**src/rtl/quantum_preempt_ctrl_if.sv**
```systemverilog
// Context-save / vector handshake between the quantum controller and the
// register file / program counter.
interface quantum_preempt_ctrl_if #(
    parameter int AW = 12
);
    logic          stored;     // context-save request
    logic          stored_ok;  // register file: context saved
    logic          interrupt;  // one-cycle vector-to-OS pulse
    logic [AW-1:0] saved_pc;   // resume address of the preempted stream

    modport master (
        output stored,
        output interrupt,
        output saved_pc,
        input  stored_ok
    );

    modport slave (
        input  stored,
        input  interrupt,
        input  saved_pc,
        output stored_ok
    );
endinterface

```
**src/rtl/quantum_preempt_ctrl.sv**
```systemverilog
// Time-slice preemption controller: counts retired user instructions against
// a programmable quantum, then runs the context-save handshake and pulses
// interrupt so the program counter vectors to the OS scheduler.
//
//   state    | meaning
//   ---------+-------------------------------------------------------------
//   S_IDLE   | no user slice running; q_remaining held at 0
//   S_COUNT  | user slice running; each counted retire decrements the slice
//   S_SAVE   | slice expired; raise stored next edge, arm ack timer
//   S_WAIT   | stored high, waiting for stored_ok or timer terminal count
//   S_SWITCH | one-cycle interrupt pulse, bump preemption count
module quantum_preempt_ctrl #(
    parameter int QW          = 8,
    parameter int DEF_QUANTUM = 20,
    parameter int AW          = 12,
    parameter int ACK_TMO     = 15
) (
    input  logic          i_clk,
    input  logic          i_reset,        // asynchronous, active-low
    input  logic          i_proc_mode,
    input  logic          i_retire,
    input  logic          i_hlt,
    input  logic          i_q_load,
    input  logic [QW-1:0] i_q_val,
    input  logic [AW-1:0] i_pc_in,
    quantum_preempt_ctrl_if.master bus,
    output logic [QW-1:0] o_q_remaining,
    output logic          o_ack_err,
    output logic [7:0]    o_preempt_cnt
);

    localparam int TW = (ACK_TMO < 2) ? 1 : $clog2(ACK_TMO);
    localparam logic [QW-1:0] DEF_Q    = QW'(DEF_QUANTUM);
    localparam logic [TW-1:0] TMO_LOAD = TW'(ACK_TMO - 1);

    typedef enum logic [2:0] {
        S_IDLE,
        S_COUNT,
        S_SAVE,
        S_WAIT,
        S_SWITCH
    } state_t;

    state_t        r_state;
    logic [QW-1:0] r_quantum;
    logic [QW-1:0] r_q_rem;
    logic [TW-1:0] r_tmo;
    logic          r_timed_out;
    logic          r_stored;
    logic          r_interrupt;
    logic [AW-1:0] r_saved_pc;
    logic          r_ack_err;
    logic [7:0]    r_cnt;

    logic          w_count_evt;

    assign w_count_evt = i_retire & ~i_hlt;

    // Quantum register; only sampled when a slice starts, so a write lands
    // on the next slice rather than the running one.
    always_ff @(posedge i_clk or negedge i_reset) begin
        if (!i_reset) begin
            r_quantum <= DEF_Q;
        end else if (i_q_load) begin
            r_quantum <= (i_q_val == '0) ? DEF_Q : i_q_val;
        end
    end

    // Slice FSM with registered handshake outputs and ack down-counter.
    always_ff @(posedge i_clk or negedge i_reset) begin
        if (!i_reset) begin
            r_state     <= S_IDLE;
            r_q_rem     <= '0;
            r_tmo       <= '0;
            r_timed_out <= 1'b0;
            r_stored    <= 1'b0;
            r_interrupt <= 1'b0;
            r_saved_pc  <= '0;
            r_ack_err   <= 1'b0;
            r_cnt       <= '0;
        end else begin
            r_interrupt <= 1'b0;
            case (r_state)
                S_IDLE: begin
                    if (i_proc_mode) begin
                        r_q_rem <= r_quantum;
                        r_state <= S_COUNT;
                    end else begin
                        r_q_rem <= '0;
                    end
                end
                S_COUNT: begin
                    // Leaving user mode beats a same-cycle expiry: no save.
                    if (!i_proc_mode) begin
                        r_q_rem <= '0;
                        r_state <= S_IDLE;
                    end else if (w_count_evt) begin
                        if (r_q_rem == QW'(1)) begin
                            r_q_rem    <= '0;
                            r_saved_pc <= i_pc_in + AW'(1);
                            r_state    <= S_SAVE;
                        end else begin
                            r_q_rem <= r_q_rem - QW'(1);
                        end
                    end
                end
                S_SAVE: begin
                    r_stored    <= 1'b1;
                    r_tmo       <= TMO_LOAD;
                    r_timed_out <= 1'b0;
                    r_state     <= S_WAIT;
                end
                S_WAIT: begin
                    // An ack on the terminal-count cycle still counts as an ack.
                    if (bus.stored_ok) begin
                        r_stored <= 1'b0;
                        r_state  <= S_SWITCH;
                    end else if (r_tmo == '0) begin
                        r_stored    <= 1'b0;
                        r_ack_err   <= 1'b1;
                        r_timed_out <= 1'b1;
                        r_state     <= S_SWITCH;
                    end else begin
                        r_tmo <= r_tmo - TW'(1);
                    end
                end
                S_SWITCH: begin
                    r_interrupt <= 1'b1;
                    if (!r_timed_out && (r_cnt != 8'hFF)) begin
                        r_cnt <= r_cnt + 8'd1;
                    end
                    r_state <= S_IDLE;
                end
                default: begin
                    r_state <= S_IDLE;
                end
            endcase
        end
    end

    assign bus.stored    = r_stored;
    assign bus.interrupt = r_interrupt;
    assign bus.saved_pc  = r_saved_pc;
    assign o_q_remaining = r_q_rem;
    assign o_ack_err     = r_ack_err;
    assign o_preempt_cnt = r_cnt;

endmodule

```
**src/flat_wrapper.sv**
```systemverilog
// flat-port wrapper written by rule: the top's interface ports become plain ports
module quantum_preempt_ctrl_flat 
#(
    parameter int QW          = 8,
    parameter int DEF_QUANTUM = 20,
    parameter int AW          = 12,
    parameter int ACK_TMO     = 15
)
  (i_clk, i_reset, i_proc_mode, i_retire, i_hlt, i_q_load, i_q_val, i_pc_in, o_q_remaining, o_ack_err, o_preempt_cnt, bus_stored, bus_interrupt, bus_saved_pc, bus_stored_ok);
  quantum_preempt_ctrl_if #(.AW(AW)) bus_i ();
  input  logic i_clk;
  input  logic i_reset;
  input  logic i_proc_mode;
  input  logic i_retire;
  input  logic i_hlt;
  input  logic i_q_load;
  input  logic [QW-1:0] i_q_val;
  input  logic [AW-1:0] i_pc_in;
  output logic [QW-1:0] o_q_remaining;
  output logic o_ack_err;
  output logic [7:0] o_preempt_cnt;
  output wire logic [$bits(bus_i.stored)-1:0] bus_stored;
  output wire logic [$bits(bus_i.interrupt)-1:0] bus_interrupt;
  output wire logic [$bits(bus_i.saved_pc)-1:0] bus_saved_pc;
  input wire logic [$bits(bus_i.stored_ok)-1:0] bus_stored_ok;
  assign bus_stored = bus_i.stored;
  assign bus_interrupt = bus_i.interrupt;
  assign bus_saved_pc = bus_i.saved_pc;
  assign bus_i.stored_ok = bus_stored_ok;
  quantum_preempt_ctrl #(.QW(QW), .DEF_QUANTUM(DEF_QUANTUM), .AW(AW), .ACK_TMO(ACK_TMO)) u_core (.i_clk(i_clk), .i_reset(i_reset), .i_proc_mode(i_proc_mode), .i_retire(i_retire), .i_hlt(i_hlt), .i_q_load(i_q_load), .i_q_val(i_q_val), .i_pc_in(i_pc_in), .bus(bus_i), .o_q_remaining(o_q_remaining), .o_ack_err(o_ack_err), .o_preempt_cnt(o_preempt_cnt));
endmodule
```
**config.mk**
```make
export PLATFORM = sky130hd
export DESIGN_NAME = quantum_preempt_ctrl_flat
export DESIGN_NICKNAME = d
export VERILOG_FILES = /design/src/rtl/quantum_preempt_ctrl_if.sv /design/src/rtl/quantum_preempt_ctrl.sv /design/src/flat_wrapper.sv
export SDC_FILE = /design/constraint.sdc
export NUM_CORES = 1
export LEC_CHECK = 0
export BUFFER_PORTS_ARGS = -buffer_cell sky130_fd_sc_hd__buf_2
export CORE_ASPECT_RATIO = 0.6
export CORE_MARGIN = 3
export CORE_UTILIZATION = 53
export DETAILED_ROUTE_END_ITERATION = 10
export GPL_TIMING_DRIVEN = 0
export PLACE_DENSITY = 0.79
export SLEW_MARGIN = 40
export SYNTH_ARGS = -nofsm -noshare
export SYNTH_HDL_FRONTEND = slang
export SYNTH_SLANG_ARGS = --single-unit
```
**constraint.sdc**
```tcl
create_clock -name i_clk -period 2.13 [get_ports i_clk]
set_input_delay 0.213 -clock i_clk [delete_from_list [all_inputs] [get_ports i_clk]]
set_output_delay 0.213 -clock i_clk [all_outputs]
set_load 0.02 [all_outputs]
```
==> metrics.cfg, run 1 <==
[drt]
drc=0
final_antenna_net_count=0
dr.pass1.iters=4
drt_iter0_markers=120
dr_total_vias=2056
via_per_inst=5.57
finalWirelength_um=5800
wl_per_cell_um=15.7

[power]
p_leak_nw=1.43
powerDensity_nw_per_um2=1200
p_total_mw=3.56
ir_drop_v=0.000623

[clock_network]
cts_tree=done
cts_inserted_buffers=5
clk_path_buf_depth=2
cts_root_buf=clkbuf_8
insertion_delay_ns=0.31
clock-sinks=47
cts.repair.resized=0
htree_levels=2
cts_setup_buffers=0
path_clk_slew_ns=0.09

[layout]
final_core_utilization=0.687
antenna_cells=0
area_delta_synth_final_pct=19.1
nets=340
multi_input_area_um2=1190
drive_gt1_frac=0.298
regArea_um2=1180
nFillCells=351

[grt]
grt_use_total=0.230
grt_pass1_vias=1990
grt_max_degree=48
antenna_found_initial=0
overflow=0
grt_pass1_wl_um=9700

[die]
rows=18
ios=58
die_h_um=59
initial_core_util=0.577
fp.dieW_um=94.3
die-area_um2=5570
core_um2=4300

[synthesis]
yosysUniqueCellTypes=57
synth.largest_area_cell=dfrtp_1
synth.yosys.seq_area_share=0.475
syn-cell-area_um2=2480
yosysWarningCount=0
synthFlopType=dfrtp_1
syn_inst=244
synth_nets=276
syn-mean-instance-area_um2=10.2
async_flop_share=1.00
synthTopCellsByArea=dfrtp_1 (45%), xnor2_1 (4.6%), a21oi_1 (3.2%)
yosysTopAreaCellShare=0.454
ys_top_cells_by_count=dfrtp_1 (45), nand2_1 (20), nor2_1 (17), a21oi_1 (16), inv_1 (16)
synth_edf_count=0
synth.ff_latch_count=47
synth_most_common_cell=dfrtp_1

[placement]
gp_congestion=0.894
portBuffers=56
dp_hpwl_um=4390

[critical_path]
critPathArrivalTime_ns=2.07
path_class=reg2reg
crit_fanout=4
crit_path_start_kind=register
crit_path_top_delay_cell=or3b_2
cp_cell_sequence=inv_1 > ha_1 > or3b_2 > o2111a_1 > a21oi_1 > o22ai_1
cp-end-kind=register
crit_buf_inv=1
crit_family=compound AO/OA/AOI/OAI gates
crit_required_ns=2.31
max_stage_delay_ns=0.48

[sta]
relSlewSlack=0.608
setup_viol=0
maxSlewViolCount=0
tightest_slew_ns=0.587
fin_crit_sh=0.886
max_clock_freq_ghz=0.530
rsz0062_at_grt=no
finalHoldViolCount=0
fin_skew_ns=0.00775
timing.setup.tns_ns=0
period_needed_ns=1.89

[worst_hold_path]
min_path_type=in2reg

[run]
drv_cap=0

[status]
outcome=finished clean

path summary, 6_finish.rpt:
check	slack, ns	startpoint	endpoint	depth (start not counted)
max	0.24	u_core.o_q_remaining[1]$_DFFE_PN0P_	u_core.o_q_remaining[4]$_DFFE_PN0P_	6
min	0.14	i_q_val[6]	u_core.r_quantum[6]$_DFFE_PN0P_	2
max reg2reg	0.24	u_core.o_q_remaining[1]$_DFFE_PN0P_	u_core.o_q_remaining[4]$_DFFE_PN0P_	6
min reg2reg	0.48	u_core.o_ack_err$_DFFE_PN0P_	u_core.o_ack_err$_DFFE_PN0P_	1
max in group asynchronous	1.28	i_reset	u_core.o_preempt_cnt[6]$_DFFE_PN0P_	2
min in group asynchronous	0.44	i_reset	u_core.r_tmo[1]$_DFFE_PN0P_	2
layout make-up:
| cell class | count | share of cell area |
|---|---|---|
| Tap cell | 60 | 0.0254 |
| Inverter | 17 | 0.0224 |
| Clock inverter | 1 | 0.0102 |
| Clock buffer | 7 | 0.0258 |
| Multi-Input combinational cell | 172 | 0.402 |
| Sequential cell | 47 | 0.399 |
| Buffer | 8 | 0.0161 |
| Timing Repair Buffer | 57 | 0.0991 |
logic make-up (layout without fill, tap and decap cells):
group / count (synthesis) / count (layout) / share of synthesized area
fa+ha+maj: 5 / 5 / 0.0252
flops: 47 / 47 / 0.475
mux: 11 / 11 / 0.0484
compound gates: 61 / 61 / 0.166
buf+inv: 25 / 90 / 0.0459
xor+xnor: 17 / 17 / 0.0600
simple gates: 78 / 78 / 0.180
where the power goes:
group / internal [mW] / switching [mW]
clock: 0.351 / 0.294
combinational: 0.589 / 0.955
sequential: 1.14 / 0.230
total: 2.08 / 1.48
flip-flops by register name (all words and copies together), names as in the netlist:
| register | flops |
|---|---|
| u_core.bus.stored | 1 |
| u_core.r_state | 3 |
| u_core.r_timed_out | 1 |
| u_core.o_preempt_cnt | 8 |
| u_core.bus.interrupt | 1 |
| u_core.o_q_remaining | 8 |
| u_core.bus.saved_pc | 12 |
| u_core.r_tmo | 4 |
| u_core.r_quantum | 8 |
| u_core.o_ack_err | 1 |
metrics by stage:
step | std cells | hold slack, ns | setup WS [ns] | area [um2]
finish | 369 | 0.138 | 0.243 | 2960
global route | 369 | 0.139 | 0.123 | 2960
CTS | 369 | 0.135 | 0.270 | 2960
detailed placement | 360 | 0.255 | 0.281 | 2840
global placement | 360 | 0.438 | 0.370 | 2840
floorplan | 244 | -0.0826 | 0.410 | 2480
routing by layer:
| metal | GRT usage | wire length, um | vias to the layer above |
|---|---|---|---|
| li1 | - | - | 996 |
| met1 | 0.342 | 2910 | 999 |
| met2 | 0.324 | 2500 | 48 |
| met3 | 0.0685 | 284 | 13 |
| met4 | 0.0720 | 104 | 0 |
| met5 | 0 | 0 | - |
cells in the final DEF, fill, tap and decap left out, drive strengths merged, types with 3 or more instances in the layout:
cell type and count:
nand2 21, nor3 8, a32oi 4, nor2 17, o21ai 21, clkbuf 8, mux2i 3, nand4 3
ha 5, xnor2 13, buf 63, nand3 8, a21oi 17, and3 3, o22ai 6, nor4 3
dfrtp 45, mux2 8, xor2 4, inv 17
timing repair:
item / CTS / global route
endpoints found under the hold margin: 45 / 0
endpoints found under the setup margin: 0 / 0
hold buffers: 1 / 0
Note: power is estimated with default switching activity, not from simulation.
==> inputs of run 2 (changes only) <==
--- a/config.mk
+++ b/config.mk
@@ -5,13 +5,14 @@
 export SDC_FILE = /design/constraint.sdc
 export NUM_CORES = 1
 export LEC_CHECK = 0
+export ABC_AREA = 1
 export BUFFER_PORTS_ARGS = -buffer_cell sky130_fd_sc_hd__buf_2
 export CORE_ASPECT_RATIO = 0.6
 export CORE_MARGIN = 3
-export CORE_UTILIZATION = 53
+export CORE_UTILIZATION = 54
 export DETAILED_ROUTE_END_ITERATION = 10
 export GPL_TIMING_DRIVEN = 0
-export PLACE_DENSITY = 0.79
+export PLACE_DENSITY = 0.8
 export SLEW_MARGIN = 40
 export SYNTH_ARGS = -nofsm -noshare
 export SYNTH_HDL_FRONTEND = slang
==> run 2 against run 1 <==
  * Final cell count up 26%
  * Design area is 5.0% higher
  * Setup slack improved by 0.34 ns
  * Hold slack lost 0.017 ns
  * Largest power group unchanged
  * Largest cell class unchanged
==> metrics.cfg, run 2 <==
[status]
outcome=finished clean

[sta]
fin_crit_sh=0.727  ; -0.159
setup_viol=0  ; unchanged
relSlewSlack=0.621  ; +0.0122
max_clock_freq_ghz=0.646  ; +22%
rsz0062_at_grt=no
maxSlewViolCount=0  ; unchanged
finalHoldViolCount=0  ; unchanged
tightest_slew_ns=0.569  ; -0.0183 ns
timing.setup.tns_ns=0  ; unchanged
fin_skew_ns=0.00714  ; -0.000613 ns
period_needed_ns=1.55  ; -0.338 ns

[grt]
overflow=0  ; unchanged
grt_use_total=0.224  ; -0.00625
grt_pass1_wl_um=9760  ; +0.64%
grt_max_degree=48  ; unchanged
antenna_found_initial=0  ; unchanged
grt_pass1_vias=2120  ; +6.5%

[clock_network]
htree_levels=2  ; unchanged
insertion_delay_ns=0.30  ; about the same
cts_root_buf=clkbuf_8
cts_inserted_buffers=5  ; unchanged
path_clk_slew_ns=0.08  ; about the same
clk_path_buf_depth=2  ; unchanged
clock-sinks=47  ; unchanged
cts_tree=done

[synthesis]
yosys.area_share.simple=0.318  ; +0.138
synthMuxAreaShare=0  ; -0.0484
async_flop_share=1.00  ; unchanged
synth.largest_area_cell=dfrtp_1
syn-mean-instance-area_um2=7.64  ; -25%
synth_top_family_by_area=simple AND/OR/NAND/NOR gates
synth_most_common_cell=nand2_1
synth-xor-area-share=0.0540  ; -0.00603
yosysUniqueCellTypes=31  ; -46%
synth_edf_count=0  ; unchanged
synthTopCellsByArea=dfrtp_1 (43%), nand2_1 (15%), nor2_1 (6.5%)
synthAdderAreaFrac=0.0241  ; -0.00112
synth-compound-area-share=0.0776  ; -0.0883
synthFlopType=dfrtp_1
ys_top_cells_by_count=nand2_1 (107), dfrtp_1 (45), nor2_1 (45), inv_1 (38), nand3_1 (17)
yosysWarningCount=0  ; unchanged
synth.yosys.seq_area_share=0.454  ; -0.0211
syn-cell-area_um2=2600  ; +4.6%
synth_nets=372  ; +35%
yosysTopAreaCellShare=0.434  ; -0.0201
syn_inst=340  ; +39%
synth.ff_latch_count=47  ; unchanged

[die]
ios=58  ; unchanged
rows=18  ; unchanged
die_h_um=59.7  ; +1.2%
die-area_um2=5700  ; +2.5%
fp.dieW_um=95.5  ; +1.3%
initial_core_util=0.594  ; +0.0174
core_um2=4370  ; +1.6%

[critical_path]
crit_path_start_kind=register
crit_fanout=10  ; +6
max_stage_delay_ns=0.40  ; -0.08 ns
crit_path_top_delay_cell=dfrtp_1
crit_required_ns=2.32  ; about the same
cp-end-kind=register
critPathArrivalTime_ns=1.74  ; -0.33 ns
cp_cell_sequence=inv_1 > ha_1 > nand3_1 > nor2_4 > nand3_4 > buf_6 > nand2_1 > nand2_1
path_class=reg2reg
crit_top_cell=nand2_1

[layout]
final_area_um2=3100  ; +5.0%
nets=437  ; +29%
final_core_utilization=0.710  ; +0.0229
antenna_cells=0  ; unchanged
drive_gt1_frac=0.219  ; -0.0785
area_delta_synth_final_pct=19.5
final_common_cell=nand2_1
layout_common_cells=nand2_1 (107), buf_2 (57), nor2_1 (45), dfrtp_1 (45), inv_1 (38)
largest_reg_flops=12  ; unchanged

[drt]
drc=0  ; unchanged
drt_iter0_markers=177  ; +48%
dr.pass1.iters=5  ; +1
via_per_inst=5.03  ; -9.8%
finalWirelength_um=5710  ; -1.6%
wl_per_cell_um=12.3  ; -22%
final_antenna_net_count=0  ; unchanged
dr_total_vias=2342  ; +14%

[placement]
portBuffers=57  ; +1.8%
gp_congestion=0.871  ; -2.6%
placed_area_um2=2960  ; +4.2%
dp_hpwl_um=4370  ; -0.55%

[worst_hold_path]
min_path_type=in2reg

[power]
ir_drop_v=0.000558  ; -10%
p_total_mw=3.54  ; -0.66%
p_leak_nw=1.73  ; +21%
powerDensity_nw_per_um2=1140  ; -5.3%

[run]
drv_cap=0  ; unchanged

-- run 2: critical path, delay by kind of cell, from the launching register on --
family / cells / cell delay (ns)
and+or+nand+nor: 5 / 0.57
DFF: 1 / 0.40
buffers and inverters: 2 / 0.30
adders and majority gates: 1 / 0.16
-- run 2: area by class of cell --
class                      instances  area, um2
inverter                          42        158
sequential                        47       1180
clock inverter                     2       60.1
multi-input combinational        247       1230
tap                               60       75.1
buffer                             4       31.3
timing repair buffer              58        298
clock buffer                       6       72.6
fill                             362       1270
-- run 2: what timing repair did --
action | 4_1_cts | 5_1_grt
hold endpoints to repair | 45 | 0
hold buffers | 1 | 0
setup buffers | 0 | 0
gates resized for setup | 0 | 0
-- run 2: routing by layer --
layer | part of all wire | vias to the layer above | GRT usage
li1 | - | 1197 | -
met1 | 0.51 | 1050 | 0.354
met2 | 0.41 | 83 | 0.301
met3 | 0.069 | 12 | 0.0478
met4 | 0.016 | 0 | 0.0729
met5 | 0 | - | 0
-- run 2: final timing paths --
kind                                                        to  cells after the start                           startpoint  slack, ns
max                        u_core.bus.saved_pc[10]$_DFFE_PN0P_                      8  u_core.o_q_remaining[1]$_DFFE_PN0P_       0.58
min                         u_core.bus.saved_pc[0]$_DFFE_PN0P_                      2                           i_pc_in[0]       0.12
max reg2reg                u_core.bus.saved_pc[10]$_DFFE_PN0P_                      8  u_core.o_q_remaining[1]$_DFFE_PN0P_       0.58
min reg2reg                       u_core.o_ack_err$_DFFE_PN0P_                      1         u_core.o_ack_err$_DFFE_PN0P_       0.47
max in group asynchronous   u_core.bus.saved_pc[2]$_DFFE_PN0P_                      2                              i_reset       1.29
min in group asynchronous          u_core.r_tmo[3]$_DFFE_PN0P_                      2                              i_reset       0.45
-- run 2: per-stage QoR --
| stage | instances | worst slack, ns | hold WS, ns |
|---|---|---|---|
| after detailed placement | 457 | 0.594 | 0.255 |
| after global placement | 457 | 0.631 | 0.426 |
| final | 466 | 0.581 | 0.120 |
| after floorplan | 340 | 0.647 | -0.0826 |
| after global routing | 466 | 0.443 | 0.101 |
| after CTS | 466 | 0.578 | 0.111 |
-- run 2: cells by family (layout without fill, tap and decap cells) --
group / after synthesis / after routing
AOI/OAI and AO/OA: 35 / 35
xor gates and xnor gates: 16 / 16
adders and majority gates: 5 / 5
buffers and inverters: 46 / 112
DFF: 47 / 47
and+or+nand+nor: 191 / 191
-- run 2: report_power, final --
part	internal [mW]	total, mW	switching (mW)
registers	1.10	1.28	0.172
logic	0.510	1.50	0.988
clock network	0.469	0.762	0.293
total	2.08	3.54	1.45
==> inputs of run 3 (changes only) <==
==> constraint.sdc (replaced) <==
create_clock -name i_clk -period 1.6 [get_ports i_clk]
set_input_delay 0.16 -clock i_clk [delete_from_list [all_inputs] [get_ports i_clk]]
set_output_delay 0.16 -clock i_clk [all_outputs]
set_load 0.02 [all_outputs]
==> run 3 against run 2 <==
  * Utilization up 1.0 points
  * Die area unchanged
  * Power up 34%
  * Setup slack worse by 0.45 ns
  * Non-clock buffer count up 1
  * Maximum frequency up 5.2%
  * Critical path type unchanged
  * Highest routed layer unchanged
==> metrics.cfg, run 3 (same netlist as run 2, synthesis figures left out) <==
[critical_path]
crit_path_top_delay_cell=dfrtp_1
crit_fanout=10  ; unchanged
r2r_end=u_core.bus.saved_pc[10]$_DFFE_PN0P_
critPathArrivalTime_ns=1.66  ; -0.08 ns
cp_cell_sequence=inv_2 > ha_1 > nand3_1 > nor2_4 > nand3_4 > buf_6 > nand2_1 > nand2_1
crit_top_cell=nand2_1
path_class=reg2reg
crit_path_start_kind=register
cp-end-kind=register
max_stage_delay_ns=0.41  ; about the same
crit_family=simple AND/OR/NAND/NOR gates
reg2reg_depth=8  ; unchanged
crit_required_ns=1.79  ; -0.53 ns
worstReg2RegStart=u_core.o_q_remaining[1]$_DFFE_PN0P_
r2r_slack_ns=0.13  ; -0.45 ns
crit_buf_inv=2  ; unchanged

[drt]
dr.pass1.iters=4  ; -1
finalWirelength_um=5860  ; +2.7%
dr_total_vias=2352  ; +0.43%
via_per_inst=5.04  ; +0.21%
final_antenna_net_count=0  ; unchanged
met2_length_um=2450  ; +4.8%
drt_iter0_markers=200  ; +13%
highest_layer=met4
wl_met1_um=2970  ; +2.9%
drc=0  ; unchanged
wl_met3_um=372  ; -5.6%
wl_per_cell_um=12.6  ; +2.4%

[power]
powerDensity_nw_per_um2=1510  ; +32%
p_leak_nw=1.75  ; +0.83%
ir_drop_v=0.000749  ; +34%
p_total_mw=4.75  ; +34%

[status]
outcome=finished clean

[layout]
final_common_cell=nand2_1
final_area_um2=3150  ; +1.5%
nets=438  ; +0.23%
stdcell_count=467  ; +0.21%
largest_reg_flops=12  ; unchanged
layout_common_cells=nand2_1 (107), buf_2 (57), dfrtp_1 (45)
area_delta_synth_final_pct=21.2
antenna_cells=0  ; unchanged
drive_gt1_frac=0.233  ; +0.0142

[sta]
period_needed_ns=1.47  ; -0.0767 ns
max_clock_freq_ghz=0.679  ; +5.2%
setup_viol=0  ; unchanged
rsz0062_at_grt=yes
fin_crit_sh=0.920  ; +0.193
layout_setup_ws_ns=0.128  ; -0.453 ns
maxSlewViolCount=0  ; unchanged
fin_skew_ns=0.00740  ; +0.000259 ns
relSlewSlack=0.619  ; -0.00198
tightest_slew_ns=0.572  ; +0.00297 ns
timing.setup.tns_ns=0  ; unchanged
finalHoldViolCount=0  ; unchanged

[placement]
gp_congestion=0.871  ; unchanged
placed_area_um2=2960  ; unchanged
pre_cts_ws_ns=0.0645  ; -0.530 ns
dp.cells=457  ; unchanged
portBuffers=57  ; unchanged
dp_hpwl_um=4370  ; unchanged

[grt]
grt_pass1_vias=2120  ; unchanged
grt_use_total=0.224  ; unchanged
antenna_found_initial=0  ; unchanged
grt_pass1_wl_um=9760  ; unchanged
grt_max_degree=48  ; unchanged
overflow=0  ; unchanged

[die]
die-area_um2=5700  ; unchanged
fp.dieW_um=95.5  ; unchanged
core_um2=4370  ; unchanged
initial_core_util=0.594  ; unchanged
ios=58  ; unchanged
die_h_um=59.7  ; unchanged
rows=18  ; unchanged

[worst_hold_path]
hp-start=i_pc_in[0]
holdPathEnd=u_core.bus.saved_pc[0]$_DFFE_PN0P_
min_path_type=in2reg
min_path_cells=2  ; unchanged

[clock_network]
cts_root_buf=clkbuf_8
path_clk_slew_ns=0.08  ; about the same
clock-sinks=47  ; unchanged
clk_path_buf_depth=2  ; unchanged
cts_inserted_buffers=5  ; unchanged
htree_levels=2  ; unchanged
insertion_delay_ns=0.30  ; about the same
cts_tree=done

[run]
drv_cap=0  ; unchanged

## run 3: changes by cell type in the layout (fill, tap and decap cells not counted), sizes merged
cell | previous run | this run
buf | 60 | 61
## run 3: power breakdown
group | internal (mW) | total, mW | switching, mW
sequential | 1.47 | 1.71 | 0.244
clock | 0.624 | 1.01 | 0.388
combinational | 0.697 | 2.03 | 1.33
## run 3: area by class of cell
type | instances | area [um2]
plain buffers | 4 | 31.3
clock buffers | 6 | 72.6
clock inverters | 2 | 60.1
fillers | 353 | 1220
inverters | 42 | 158
multi-input cells | 247 | 1250
flip-flops and latches | 47 | 1180
well taps | 60 | 75.1
repair buffers | 59 | 318
## run 3: metrics by stage
step,hold WS [ns],util
final,0.0701,0.720
after global routing,0.0483,0.720
after CTS,0.0579,0.710
after detailed placement,0.202,0.677
after global placement,0.373,0.677
after floorplan,-0.136,-
## run 3: metal layers
layer	vias to the layer above	GRT usage
met5	-	0
met4	0	0.0729
met3	8	0.0478
met2	62	0.301
met1	1081	0.354
li1	1201	-
## run 3: what timing repair did
| item | 4_1_cts | 5_1_grt |
|---|---|---|
| gates resized for setup | 0 | 8 |
| endpoints found under the setup margin | 0 | 15 |
| hold endpoints to repair | 45 | 0 |
| buffers inserted | 0 | 1 |
| hold buffers | 1 | 0 |
## run 3: how the worst max path moves through the flow
stage	from	slack [ns]	cells past startpoint	end
after floorplan	u_core.o_q_remaining[1]$_DFFE_PN0P_	0.12	8	u_core.bus.saved_pc[10]$_DFFE_PN0P_
after global placement	u_core.o_q_remaining[1]$_DFFE_PN0P_	0.10	8	u_core.bus.saved_pc[10]$_DFFE_PN0P_
after detailed placement	u_core.o_q_remaining[1]$_DFFE_PN0P_	0.06	8	u_core.bus.saved_pc[10]$_DFFE_PN0P_
after CTS	u_core.o_q_remaining[1]$_DFFE_PN0P_	0.05	8	u_core.bus.saved_pc[10]$_DFFE_PN0P_
after global routing	u_core.r_state[0]$_DFFE_PN0P_	-0.01	6	u_core.o_preempt_cnt[3]$_DFFE_PN0P_
final	u_core.o_q_remaining[1]$_DFFE_PN0P_	0.13	8	u_core.bus.saved_pc[10]$_DFFE_PN0P_
